$ cat config.mk
export PLATFORM = sky130hd
export DESIGN_NAME = wb_stage_flat
export DESIGN_NICKNAME = d
export VERILOG_FILES = /design/src/rtl/wb_stage_if.sv /design/src/rtl/wb_stage.sv /design/src/flat_wrapper.sv
export SDC_FILE = /design/constraint.sdc
export NUM_CORES = 1
export LEC_CHECK = 0
export CORE_ASPECT_RATIO = 1.4
export CORE_UTILIZATION = 39
export CTS_BUF_LIST = sky130_fd_sc_hd__clkbuf_2 sky130_fd_sc_hd__clkbuf_4 sky130_fd_sc_hd__clkbuf_8
export DETAILED_ROUTE_END_ITERATION = 8
export PLACE_DENSITY = 0.78
export SLEW_MARGIN = 15
export SYNTH_ARGS = -nofsm -noshare
export SYNTH_HDL_FRONTEND = slang
export SYNTH_SLANG_ARGS = --single-unit
$ cat constraint.sdc
create_clock -name clk -period 1.6 [get_ports clk]
set_input_delay 0.32 -clock clk [delete_from_list [all_inputs] [get_ports clk]]
set_output_delay 0.32 -clock clk [all_outputs]
set_load 0.01 [all_outputs]
$ cat src/rtl/wb_stage_if.sv
// MEM-to-WB bundle: instruction fields coming out of MEM and the architectural
// results that the write-back stage produces.
interface wb_stage_if;
    logic        in_mem_valid;
    logic        in_mem_wr_enable;
    logic [4:0]  in_mem_wr_address;
    logic [31:0] in_mem_alu_result;
    logic        in_mem_is_load;
    logic [2:0]  in_mem_load_type;
    logic [31:0] in_mem_load_data;
    logic        in_mem_hilo_we;
    logic [31:0] in_mem_hi;
    logic [31:0] in_mem_lo;
    logic        in_stall;
    logic        in_flush;
    logic        out_wr_enable;
    logic [4:0]  out_wr_address;
    logic [31:0] out_wr_data;
    logic [31:0] out_hi;
    logic [31:0] out_lo;
    logic        out_addr_error;
    logic [31:0] out_retired;

    modport master (
        output in_mem_valid, in_mem_wr_enable, in_mem_wr_address, in_mem_alu_result,
               in_mem_is_load, in_mem_load_type, in_mem_load_data,
               in_mem_hilo_we, in_mem_hi, in_mem_lo, in_stall, in_flush,
        input  out_wr_enable, out_wr_address, out_wr_data, out_hi, out_lo,
               out_addr_error, out_retired
    );

    modport slave (
        input  in_mem_valid, in_mem_wr_enable, in_mem_wr_address, in_mem_alu_result,
               in_mem_is_load, in_mem_load_type, in_mem_load_data,
               in_mem_hilo_we, in_mem_hi, in_mem_lo, in_stall, in_flush,
        output out_wr_enable, out_wr_address, out_wr_data, out_hi, out_lo,
               out_addr_error, out_retired
    );
endinterface

$ cat src/rtl/wb_stage.sv
// Write-back stage: load alignment/extension, GPR write port, HI/LO and retire
// counter, all registered one clock after MEM.
module wb_stage (
    input  logic        clk,
    input  logic        rst_n,
    wb_stage_if.slave   bus
);
    // Returns {error, extended data}; loads are big-endian, byte 0 is word[31:24].
    function automatic logic [32:0] load_extract(input logic [2:0]  load_type,
                                                 input logic [1:0]  off,
                                                 input logic [31:0] word);
        logic [7:0]  byte_v;
        logic [15:0] half_v;
        logic [32:0] res_v;
        case (off)
            2'd0:    byte_v = word[31:24];
            2'd1:    byte_v = word[23:16];
            2'd2:    byte_v = word[15:8];
            default: byte_v = word[7:0];
        endcase
        half_v = off[1] ? word[15:0] : word[31:16];
        case (load_type)
            3'b000:  res_v = (off == 2'b00) ? {1'b0, word} : {1'b1, 32'h0000_0000};
            3'b001:  res_v = {1'b0, {24{byte_v[7]}}, byte_v};
            3'b010:  res_v = {1'b0, 24'h00_0000, byte_v};
            3'b011:  res_v = off[0] ? {1'b1, 32'h0000_0000} : {1'b0, {16{half_v[15]}}, half_v};
            3'b100:  res_v = off[0] ? {1'b1, 32'h0000_0000} : {1'b0, 16'h0000, half_v};
            default: res_v = {1'b1, 32'h0000_0000};
        endcase
        return res_v;
    endfunction

    logic        capture_s;
    logic [32:0] load_res_s;
    logic        load_err_s;
    logic        wr_enable_nx_s;
    logic [4:0]  wr_address_nx_s;
    logic [31:0] wr_data_nx_s;
    logic        addr_error_nx_s;
    logic        hilo_load_s;

    logic        wr_enable_r;
    logic [4:0]  wr_address_r;
    logic [31:0] wr_data_r;
    logic [31:0] hi_r;
    logic [31:0] lo_r;
    logic        addr_error_r;
    logic [31:0] retired_r;

    // Next-state of the write port; flush, stall and bubbles all collapse to a zero write.
    always_comb begin
        capture_s       = bus.in_mem_valid & ~bus.in_flush & ~bus.in_stall;
        load_res_s      = load_extract(bus.in_mem_load_type, bus.in_mem_alu_result[1:0],
                                       bus.in_mem_load_data);
        load_err_s      = bus.in_mem_is_load & load_res_s[32];
        wr_enable_nx_s  = 1'b0;
        wr_address_nx_s = 5'd0;
        wr_data_nx_s    = 32'h0000_0000;
        addr_error_nx_s = 1'b0;
        hilo_load_s     = 1'b0;
        if (capture_s) begin
            wr_address_nx_s = bus.in_mem_wr_address;
            addr_error_nx_s = load_err_s;
            hilo_load_s     = bus.in_mem_hilo_we;
            wr_enable_nx_s  = bus.in_mem_wr_enable & (bus.in_mem_wr_address != 5'd0) & ~load_err_s;
            if (load_err_s) begin
                wr_data_nx_s = 32'h0000_0000;
            end else if (bus.in_mem_is_load) begin
                wr_data_nx_s = load_res_s[31:0];
            end else begin
                wr_data_nx_s = bus.in_mem_alu_result;
            end
        end else begin
            wr_address_nx_s = 5'd0;
        end
    end

    // Architectural state: write port, HI/LO and the wrapping retire counter.
    always_ff @(posedge clk or negedge rst_n) begin
        if (!rst_n) begin
            wr_enable_r  <= 1'b0;
            wr_address_r <= 5'd0;
            wr_data_r    <= 32'h0000_0000;
            addr_error_r <= 1'b0;
            hi_r         <= 32'h0000_0000;
            lo_r         <= 32'h0000_0000;
            retired_r    <= 32'h0000_0000;
        end else begin
            wr_enable_r  <= wr_enable_nx_s;
            wr_address_r <= wr_address_nx_s;
            wr_data_r    <= wr_data_nx_s;
            addr_error_r <= addr_error_nx_s;
            if (hilo_load_s) begin
                hi_r <= bus.in_mem_hi;
                lo_r <= bus.in_mem_lo;
            end
            if (capture_s) begin
                retired_r <= retired_r + 32'd1;
            end
        end
    end

    assign bus.out_wr_enable  = wr_enable_r;
    assign bus.out_wr_address = wr_address_r;
    assign bus.out_wr_data    = wr_data_r;
    assign bus.out_addr_error = addr_error_r;
    assign bus.out_hi         = hi_r;
    assign bus.out_lo         = lo_r;
    assign bus.out_retired    = retired_r;
endmodule
$ cat src/flat_wrapper.sv
// flat-port wrapper written by rule: the top's interface ports become plain ports
module wb_stage_flat 
  (clk, rst_n, bus_in_mem_valid, bus_in_mem_wr_enable, bus_in_mem_wr_address, bus_in_mem_alu_result, bus_in_mem_is_load, bus_in_mem_load_type, bus_in_mem_load_data, bus_in_mem_hilo_we, bus_in_mem_hi, bus_in_mem_lo, bus_in_stall, bus_in_flush, bus_out_wr_enable, bus_out_wr_address, bus_out_wr_data, bus_out_hi, bus_out_lo, bus_out_addr_error, bus_out_retired);
  wb_stage_if bus_i ();
  input  logic clk;
  input  logic rst_n;
  input wire logic [$bits(bus_i.in_mem_valid)-1:0] bus_in_mem_valid;
  input wire logic [$bits(bus_i.in_mem_wr_enable)-1:0] bus_in_mem_wr_enable;
  input wire logic [$bits(bus_i.in_mem_wr_address)-1:0] bus_in_mem_wr_address;
  input wire logic [$bits(bus_i.in_mem_alu_result)-1:0] bus_in_mem_alu_result;
  input wire logic [$bits(bus_i.in_mem_is_load)-1:0] bus_in_mem_is_load;
  input wire logic [$bits(bus_i.in_mem_load_type)-1:0] bus_in_mem_load_type;
  input wire logic [$bits(bus_i.in_mem_load_data)-1:0] bus_in_mem_load_data;
  input wire logic [$bits(bus_i.in_mem_hilo_we)-1:0] bus_in_mem_hilo_we;
  input wire logic [$bits(bus_i.in_mem_hi)-1:0] bus_in_mem_hi;
  input wire logic [$bits(bus_i.in_mem_lo)-1:0] bus_in_mem_lo;
  input wire logic [$bits(bus_i.in_stall)-1:0] bus_in_stall;
  input wire logic [$bits(bus_i.in_flush)-1:0] bus_in_flush;
  output wire logic [$bits(bus_i.out_wr_enable)-1:0] bus_out_wr_enable;
  output wire logic [$bits(bus_i.out_wr_address)-1:0] bus_out_wr_address;
  output wire logic [$bits(bus_i.out_wr_data)-1:0] bus_out_wr_data;
  output wire logic [$bits(bus_i.out_hi)-1:0] bus_out_hi;
  output wire logic [$bits(bus_i.out_lo)-1:0] bus_out_lo;
  output wire logic [$bits(bus_i.out_addr_error)-1:0] bus_out_addr_error;
  output wire logic [$bits(bus_i.out_retired)-1:0] bus_out_retired;
  assign bus_i.in_mem_valid = bus_in_mem_valid;
  assign bus_i.in_mem_wr_enable = bus_in_mem_wr_enable;
  assign bus_i.in_mem_wr_address = bus_in_mem_wr_address;
  assign bus_i.in_mem_alu_result = bus_in_mem_alu_result;
  assign bus_i.in_mem_is_load = bus_in_mem_is_load;
  assign bus_i.in_mem_load_type = bus_in_mem_load_type;
  assign bus_i.in_mem_load_data = bus_in_mem_load_data;
  assign bus_i.in_mem_hilo_we = bus_in_mem_hilo_we;
  assign bus_i.in_mem_hi = bus_in_mem_hi;
  assign bus_i.in_mem_lo = bus_in_mem_lo;
  assign bus_i.in_stall = bus_in_stall;
  assign bus_i.in_flush = bus_in_flush;
  assign bus_out_wr_enable = bus_i.out_wr_enable;
  assign bus_out_wr_address = bus_i.out_wr_address;
  assign bus_out_wr_data = bus_i.out_wr_data;
  assign bus_out_hi = bus_i.out_hi;
  assign bus_out_lo = bus_i.out_lo;
  assign bus_out_addr_error = bus_i.out_addr_error;
  assign bus_out_retired = bus_i.out_retired;
  wb_stage u_core (.clk(clk), .rst_n(rst_n), .bus(bus_i));
endmodule
Word-level counts from Yosys, hierarchy flattened
Index checks and enable logic that the tools add are counted.
{"block": "totals", "latch_bits": 0, "n_memories": 0, "inputBits": 144, "output_inout_bits": 135, "word_cells": 38, "ff_bits": 135, "mem_bits_rw": 0, "mem_bits_ro": 0}
{"block": "op_classes", "div": 0, "order_cmp": 0, "muxes": 13, "multipliers": 0, "reduce_logical": 3, "n_eq_ne": 6, "n_bitwise": 8, "shifts": 0, "add_sub_neg": 1}
{"op": "$pmux W33 S5", "n": 1}
{"op": "$mux W33", "n": 3}
{"op": "$mux W32", "n": 3}
{"op": "$add A32 B1 Y32 const B", "n": 1}
{"op": "$pmux W8 S3", "n": 1}
{"op": "$mux W16", "n": 1}
{"op": "$eq A3 B2 Y1 const B", "n": 2}
{"op": "$and A1 B1 Y1", "n": 5}
{"op": "$mux W5", "n": 1}
{"op": "$reduce_bool A5 Y1", "n": 1}
{"op": "$eq A3 B1 Y1 const B", "n": 1}
{"op": "$eq A3 B3 Y1 const B", "n": 1}
{"op": "$logic_not A3 Y1", "n": 1}
{"op": "$mux W1", "n": 3}
{"op": "$not A1 Y1", "n": 3}
{"op": "$eq A2 B1 Y1 const B", "n": 1}
{"op": "$eq A2 B2 Y1 const B", "n": 1}
{"op": "$logic_not A2 Y1", "n": 1}

Logic depth before layout (Yosys ltp)
Gate-level depths: netlist (run 1).
{"block": "depth", "word_depth": 7, "mapped_depth": 7, "depth_no_buf": 4}

Worst setup path before layout (run 1)
Ideal clock, no wire load.
{"block": "synth_path", "path_type": "input-to-reg", "from": "in bus_in_flush", "to": "reg u_core.hi_r[10] (netlist: u_core.bus.out_hi[10])", "cell_stages": 5, "setup_time_ns": 0.125, "path_slack_ns": -0.090, "t_required_ns": 1.475, "n_path_buf": 2, "t_arrival_ns": 1.565, "path_cell_list": "nor3b_1 and2_1 buf_2 buf_2 mux2_2"}
{"block": "synth_between", "elab_chain_cells": 4}
{"item": "start, declared", "line_no": "flat_wrapper.sv:18", "rtl": "input wire logic [$bits(bus_i.in_flush)-1:0] bus_in_flush;"}
{"item": "$not A1 Y1", "line_no": "wb_stage.sv:52", "rtl": "capture_s = bus.in_mem_valid & ~bus.in_flush & ~bus.in_stall;"}
{"item": "$and A1 B1 Y1 (2 in a row)", "line_no": "wb_stage.sv:52"}
{"item": "$mux W1", "line_no": "wb_stage.sv:61", "rtl": "if (capture_s) begin"}
{"item": "end signal, assigned", "line_no": "wb_stage.sv:94", "rtl": "hi_r <= bus.in_mem_hi;"}
{"item": "end, declared", "line_no": "wb_stage.sv:45", "rtl": "logic [31:0] hi_r;"}
No other way between the ends.
A chain may end at the register's enable or synchronous reset.

Worst setup path after layout (run 1)
{"block": "layout_path", "from": "in bus_in_mem_load_data[7]", "to": "reg u_core.wr_data_r[16] (netlist: u_core.bus.out_wr_data[16])"}
{"block": "layout_between", "elab_chain_cells": 5}
{"item": "start, declared", "line_no": "flat_wrapper.sv:13", "rtl": "input wire logic [$bits(bus_i.in_mem_load_data)-1:0] bus_in_mem_load_data;"}
{"item": "$pmux W8 S3", "line_no": "wb_stage.sv:15", "rtl": "case (off)"}
{"item": "$pmux W33 S5", "line_no": "wb_stage.sv:22", "rtl": "case (load_type)"}
{"item": "$mux W32", "line_no": "wb_stage.sv:68", "rtl": "end else if (bus.in_mem_is_load) begin"}
{"item": "$mux W32", "line_no": "wb_stage.sv:66", "rtl": "if (load_err_s) begin"}
{"item": "$mux W32", "line_no": "wb_stage.sv:61"}
{"item": "named net u_core.wr_data_nx_s[16]", "line_no": "wb_stage.sv:38", "rtl": "logic [31:0] wr_data_nx_s;"}
{"item": "end signal, assigned", "line_no": "wb_stage.sv:91", "rtl": "wr_data_r <= wr_data_nx_s;"}
{"item": "end, declared", "line_no": "wb_stage.sv:44", "rtl": "logic [31:0] wr_data_r;"}
The timed path passes the listed nets, and every way through them passes these cells.

==> metrics.yaml, run 1 <==
status: "complete, but fails checks"
violations: "negative setup slack"
fin_cells: 1080
synth_top_cell_by_area: "dfrtp_1"
grt_pass1_vias: 6156
htreeDepth: 4
ys_warn_count: 0
whs_ns: 0.333
wl_per_cell_um: 19.1
cts_buffers: 17
grt_pass1_wl_um: 31700
finalHoldViolCount: 0
synth-edff-count: 0
syn_to_final_growth_pct: 68.1
max_freq_ghz: 0.624
layout.nets: 1017
drtAntennaViolNets: 0
grt_usage_pct: 25.6
worst-path-buf-inv: 2
dp_hpwl_um: 15800
antenna_found_initial: 0
period_share_pct: 100
dieArea_mm2: 0.0166
clock_latency_ns: 0.44
crit_type: "primary input to register"
grt.overflow.total: 0
p_leak_nw: 4.93
crit_chain: "clkdlybuf4s50_1 -> mux4_2 -> and3_4 -> a21oi_4 -> buf_6 -> a221oi_1"
rows: 54
core-area_mm2: 0.0157
cellPowerDensity_mw_per_mm2: 919
crit_slowest_cell: "mux4_2"
p_switching_mw: 2.71
wl_um: 20600
vias_per_cell: 5.20
pwr-share-comb_pct: 25.0
ys.flop_type: "dfrtp_1"
maxCapViolCount: 0
max-slew-margin-rel_pct: 74.7
worst_slew_pin_slew_ns: 0.378
final_cell_mix: "139 x dlygate4sd2_1, 134 x clkdlybuf4s50_1, 128 x dfrtp_1"
drc: 0
netlist.area_leader.share_pct: 53.8
final_max_slew_viol_count: 0
routed-via-count: 5620
synthesis.nets: 623
max-clock-path-buffers: 2
clockRootBuffer: "clkbuf_8"
clkTransAtPathRegs_ns: 0.09
yosysSeqAreaShare_pct: 53.8
cts_tree: "done"
syn_area_per_cell_um2: 13.1
syn-cell-area_mm2: 0.00628
synth_cell_types: 48
clock-sinks: 135
cp.arrival_ns: 1.91
first_pass_iters: 4
switching_share_pct: 27.9
synthTopCellsByArea: "dfrtp_1 54%, mux2_2 12%, xnor2_1 4.0%"
ys_async_sr_fraction_pct: 100
skew_ns: 0.0149
path_max_fanout: 9
cp-end-kind: "register"
ys_seq_elements: 135
intPower_mw: 6.99
setup_viol: 1
layout_setup_ws_ns: -0.00156
diodes: 0
drt_iter0_drc: 225
start_util_pct: 40.0
p_clk_share_pct: 32.8
dpl_cell_area_mm2: 0.00998
io_buffers: 278
place_congestion: 0.929
rsz0062_at_grt: "true"
place_ws_ns: -0.663
fillers: 1185
die_w_um: 109
die_h_um: 152
cp-start-kind: "primary input"
crit_family: "buffers and inverters"
fin_crit_ns: 1.60
placed_cells: 1026
peakVddDrop_mv: 0.610
grt_max_degree: 60
mostFrequentLayoutCell: "dlygate4sd2_1"
seq_power_share_pct: 42.2
slowest_delay_ns: 0.50
io_pins: 279
stdcell_area_mm2: 0.0106
drive_gt1_share_pct: 31.1
synthCells: 478
hold_path_class: "primary input to asynchronous set/reset pin"
utilization_pct: 67.3
required_ns: 1.91
## metal layers
layer  vias up  part of all wire (%)  GRT usage, %
met1      2683                    34          24.9
li1       2563                     -             -
met3        77                   7.1          6.18
met2       297                    52          45.9
met4         0                   6.9          17.8
met5         -                     0             0
## registers in the layout, indices dropped and copies added (netlist names)
name / flops
u_core.bus.out_retired: 32
u_core.bus.out_addr_error: 1
u_core.bus.out_lo: 32
u_core.bus.out_wr_address: 5
u_core.bus.out_wr_enable: 1
u_core.bus.out_hi: 32
u_core.bus.out_wr_data: 32
## final timing paths
| path | startpoint | end | slack [ns] | cells after the start |
|---|---|---|---|---|
| min in group clk | u_core.bus.out_retired[31] | u_core.bus.out_retired[31] | 0.48 | 1 |
| min reg2reg | u_core.bus.out_retired[31] | u_core.bus.out_retired[31] | 0.48 | 1 |
| max reg2reg | u_core.bus.out_retired[6] | u_core.bus.out_retired[18] | 0.12 | 6 |
| max in group asynchronous | rst_n | u_core.bus.out_lo[20] | 0.65 | 3 |
| max | bus_in_mem_load_data[7] | u_core.bus.out_wr_data[16] | -0.002 | 6 |
| min | rst_n | u_core.bus.out_retired[31] | 0.33 | 2 |
## power groups by stage
stage,Sequential (mW),Clock [mW],Combinational [mW]
2_1_floorplan,4.36,0,0.708
4_1_cts,4.11,3.24,2.43
3_5_place_dp,4.22,0,2.61
6_report,4.10,3.18,2.42
5_1_grt,4.16,3.41,2.59
3_3_place_gp,4.18,0,2.54
## worst register-to-register path, stage by stage, from the launching register on
cell and delay [ns]:
dfrtp_1 0.37, buf_4 0.14, and3_1 0.17, and4_1 0.24, buf_12 0.14, nand4_1 0.14
xnor2_1 0.15
## logic make-up after synthesis
kind of cell,synth area share (%)
flops,53.8
simple gates,11.7
compound gates,11.1
mux,14.7
xor+xnor,4.46
buf+inv,4.03
fa+ha+maj,0.199
## cells in the mapped netlist, types with 3 or more instances
cell,number
a211oi_1,15
a21boi_0,16
a21oi_1,7
a221oi_1,22
a221oi_2,10
and2_1,7
and3_1,9
and4_1,4
buf_2,10
buf_6,5
clkbuf_1,5
clkbuf_8,9
dfrtp_1,135
mux2_2,65
mux4_2,8
nand2_1,37
nand3_1,12
nand4_1,19
nor2_1,14
nor2b_1,6
xnor2_1,29
xor2_1,3
## stage by stage
stage | TNS [ns] | total power, mW
final | -0.00156 | 9.70
after global routing | -0.0380 | 10.2
after CTS | 0 | 9.79
after detailed placement | -60.56 | 6.82
after global placement | -54.90 | 6.72
after floorplan | -1.12 | 5.07
## what timing repair did
action / CTS / global route
setup buffers: 17 / 2
pin swaps: 3 / 7
endpoints found under the hold margin: 29 / 0
hold buffers: 1 / 0
setup endpoints to repair: 206 / 16
resized for setup: 164 / 8
gates cloned: 3 / 0
## final cells by class
class / instances / area, µm² / share of cell area (%)
multi-input combinational: 314 / 2720 / 25.8
inverter: 1 / 3.75 / 0.0356
clock inverter: 13 / 195 / 1.85
sequential: 135 / 3390 / 32.1
tap: 196 / 245 / 2.32
timing repair buffer: 403 / 3750 / 35.5
clock buffer: 18 / 248 / 2.35
Power figures use the tool's default switching activity.
==> inputs of run 2 (changes only) <==
- PLACE_DENSITY: 0.78 -> unset
- PLACE_DENSITY_LB_ADDON: unset -> 0.05
==> metrics.yaml, run 2 (synthesis results as in run 1) <==
clock_latency_ns: 0.44  # about the same
rsz0062_at_grt: "true"
place_congestion: 0.882  # -5.0%
dieArea_mm2: 0.0166  # unchanged
io_pins: 279  # unchanged
core-area_mm2: 0.0157  # unchanged
r2r-end: "u_core.bus.out_retired[29]"
wl_per_cell_um: 18.2  # -4.8%
rows: 54  # unchanged
fin_setup_tns_ns: 0  # +0.00156 ns
placed_cells: 995  # -3.0%
crit_chain: "clkdlybuf4s50_1 -> mux4_2 -> and3_4 -> a21oi_4 -> buf_12 -> a221oi_2"
crit_family: "buffers and inverters"
cp-end-kind: "register"
fin_crit_ns: 1.58  # -0.0199 ns
final_cell_mix: "142 x dlygate4sd2_1, 134 x clkdlybuf4s50_1, 128 x dfrtp_1"
worst_slew_pin_slew_ns: 0.475  # +0.0973 ns
antenna_found_initial: 0  # unchanged
clock-sinks: 135  # unchanged
wl_um: 19200  # -7.1%
grt.overflow.total: 0  # unchanged
drive_gt1_share_pct: 28.6  # -2.6 points
p_leak_nw: 4.78  # -3.0%
drt_iter0_drc: 261  # +16%
clkTransAtPathRegs_ns: 0.08  # about the same
io_buffers: 278  # unchanged
worst-path-buf-inv: 2  # unchanged
mostFrequentLayoutCell: "dlygate4sd2_1"
max_freq_ghz: 0.632  # +1.3%
vias_per_cell: 5.11  # -1.7%
maxCapViolCount: 0  # unchanged
cts_buffers: 17  # unchanged
hold_path_class: "primary input to asynchronous set/reset pin"
routed-via-count: 5390  # -4.1%
start_util_pct: 40.0  # unchanged
cp.arrival_ns: 1.88  # -0.03 ns
cts_tree: "done"
layout.nets: 990  # -2.7%
grt_max_degree: 49  # -18%
setup_viol: 0  # -1
htreeDepth: 4  # unchanged
crit_type: "primary input to register"
grt_pass1_vias: 5731  # -6.9%
fin_cells: 1054  # -2.4%
dp_hpwl_um: 14500  # -8.1%
max-clock-path-buffers: 2  # unchanged
cp-start-kind: "primary input"
period_share_pct: 98.9  # -1.2 points
syn_to_final_growth_pct: 64.2
cellPowerDensity_mw_per_mm2: 907  # -1.3%
drtAntennaViolNets: 0  # unchanged
skew_ns: 0.00879  # -0.00608 ns
grt_usage_pct: 23.6  # -2.0 points
peakVddDrop_mv: 0.715  # +17%
r2r-start: "u_core.bus.out_retired[13]"
path_max_fanout: 16  # +7
final_max_slew_viol_count: 0  # unchanged
crit_slowest_cell: "mux4_2"
drc: 0  # unchanged
status: "completed"
die_w_um: 109  # unchanged
slowest_delay_ns: 0.50  # about the same
diodes: 0  # unchanged
clockRootBuffer: "clkbuf_8"
max-slew-margin-rel_pct: 68.3  # -6.4 points
die_h_um: 152  # unchanged
reg2reg_slack_ns: 0.07  # -0.05 ns
r2r_cells: 6  # unchanged
first_pass_iters: 4  # unchanged
finalHoldViolCount: 0  # unchanged
required_ns: 1.90  # about the same
grt_pass1_wl_um: 29700  # -6.4%
[run 2: what timing repair did]
item                                    4_1_cts  5_1_grt
endpoints found under the setup margin      209       21
hold endpoints to repair                     45        0
setup buffers                                22        2
hold buffers                                  1        0
pin swaps                                     4        9
gates cloned                                  2        0
gates resized for setup                     159        6
[run 2: per-stage QoR]
stage	hold WS, ns	power (mW)	utilization (%)	worst slack, ns	cell area, µm²
after floorplan	0.0244	5.07	-	-0.0707	6300
after global placement	0.287	6.68	62.3	-0.621	9760
after detailed placement	0.290	6.75	62.3	-0.685	9760
after CTS	0.375	9.46	65.5	0.0349	10300
after global routing	0.407	9.81	65.7	-0.0459	10300
final	0.399	9.35	65.7	0.0184	10300
[run 2: cell type report]
type                       instances  area, µm²
fill                            1274       5370
inverter                           1       3.75
sequential                       135       3390
timing repair buffer             377       3540
clock buffer                      19        255
multi-input combinational        313       2700
tap                              196        245
clock inverter                    13        169
[run 2: routing by layer]
metal  global-route usage (%)  vias to the layer above  wire, µm
li1                         -                     2519         -
met1                     25.5                     2624      7080
met2                     43.3                      221     10400
met3                     6.52                       26      1340
met4                     7.75                        0       380
met5                        0                        -         0
[run 2: power by group]
| group | internal (mW) | switching, mW |
|---|---|---|
| sequential | 3.84 | 0.259 |
| combinational | 1.29 | 0.956 |
| clock | 1.62 | 1.38 |
[run 2: how the worst max path moves through the flow]
| stage | from | end | slack (ns) | cells past startpoint |
|---|---|---|---|---|
| floorplan | bus_in_mem_load_type[1] | u_core.bus.out_wr_data[5] | -0.07 | 6 |
| global placement | bus_in_mem_alu_result[1] | u_core.bus.out_wr_data[15] | -0.62 | 5 |
| detailed placement | bus_in_mem_alu_result[1] | u_core.bus.out_wr_data[3] | -0.69 | 6 |
| CTS | u_core.bus.out_retired[9] | u_core.bus.out_retired[29] | 0.03 | 6 |
| global route | u_core.bus.out_retired[20] | u_core.bus.out_retired[30] | -0.05 | 6 |
| finish | bus_in_mem_load_data[7] | u_core.bus.out_wr_data[28] | 0.02 | 6 |
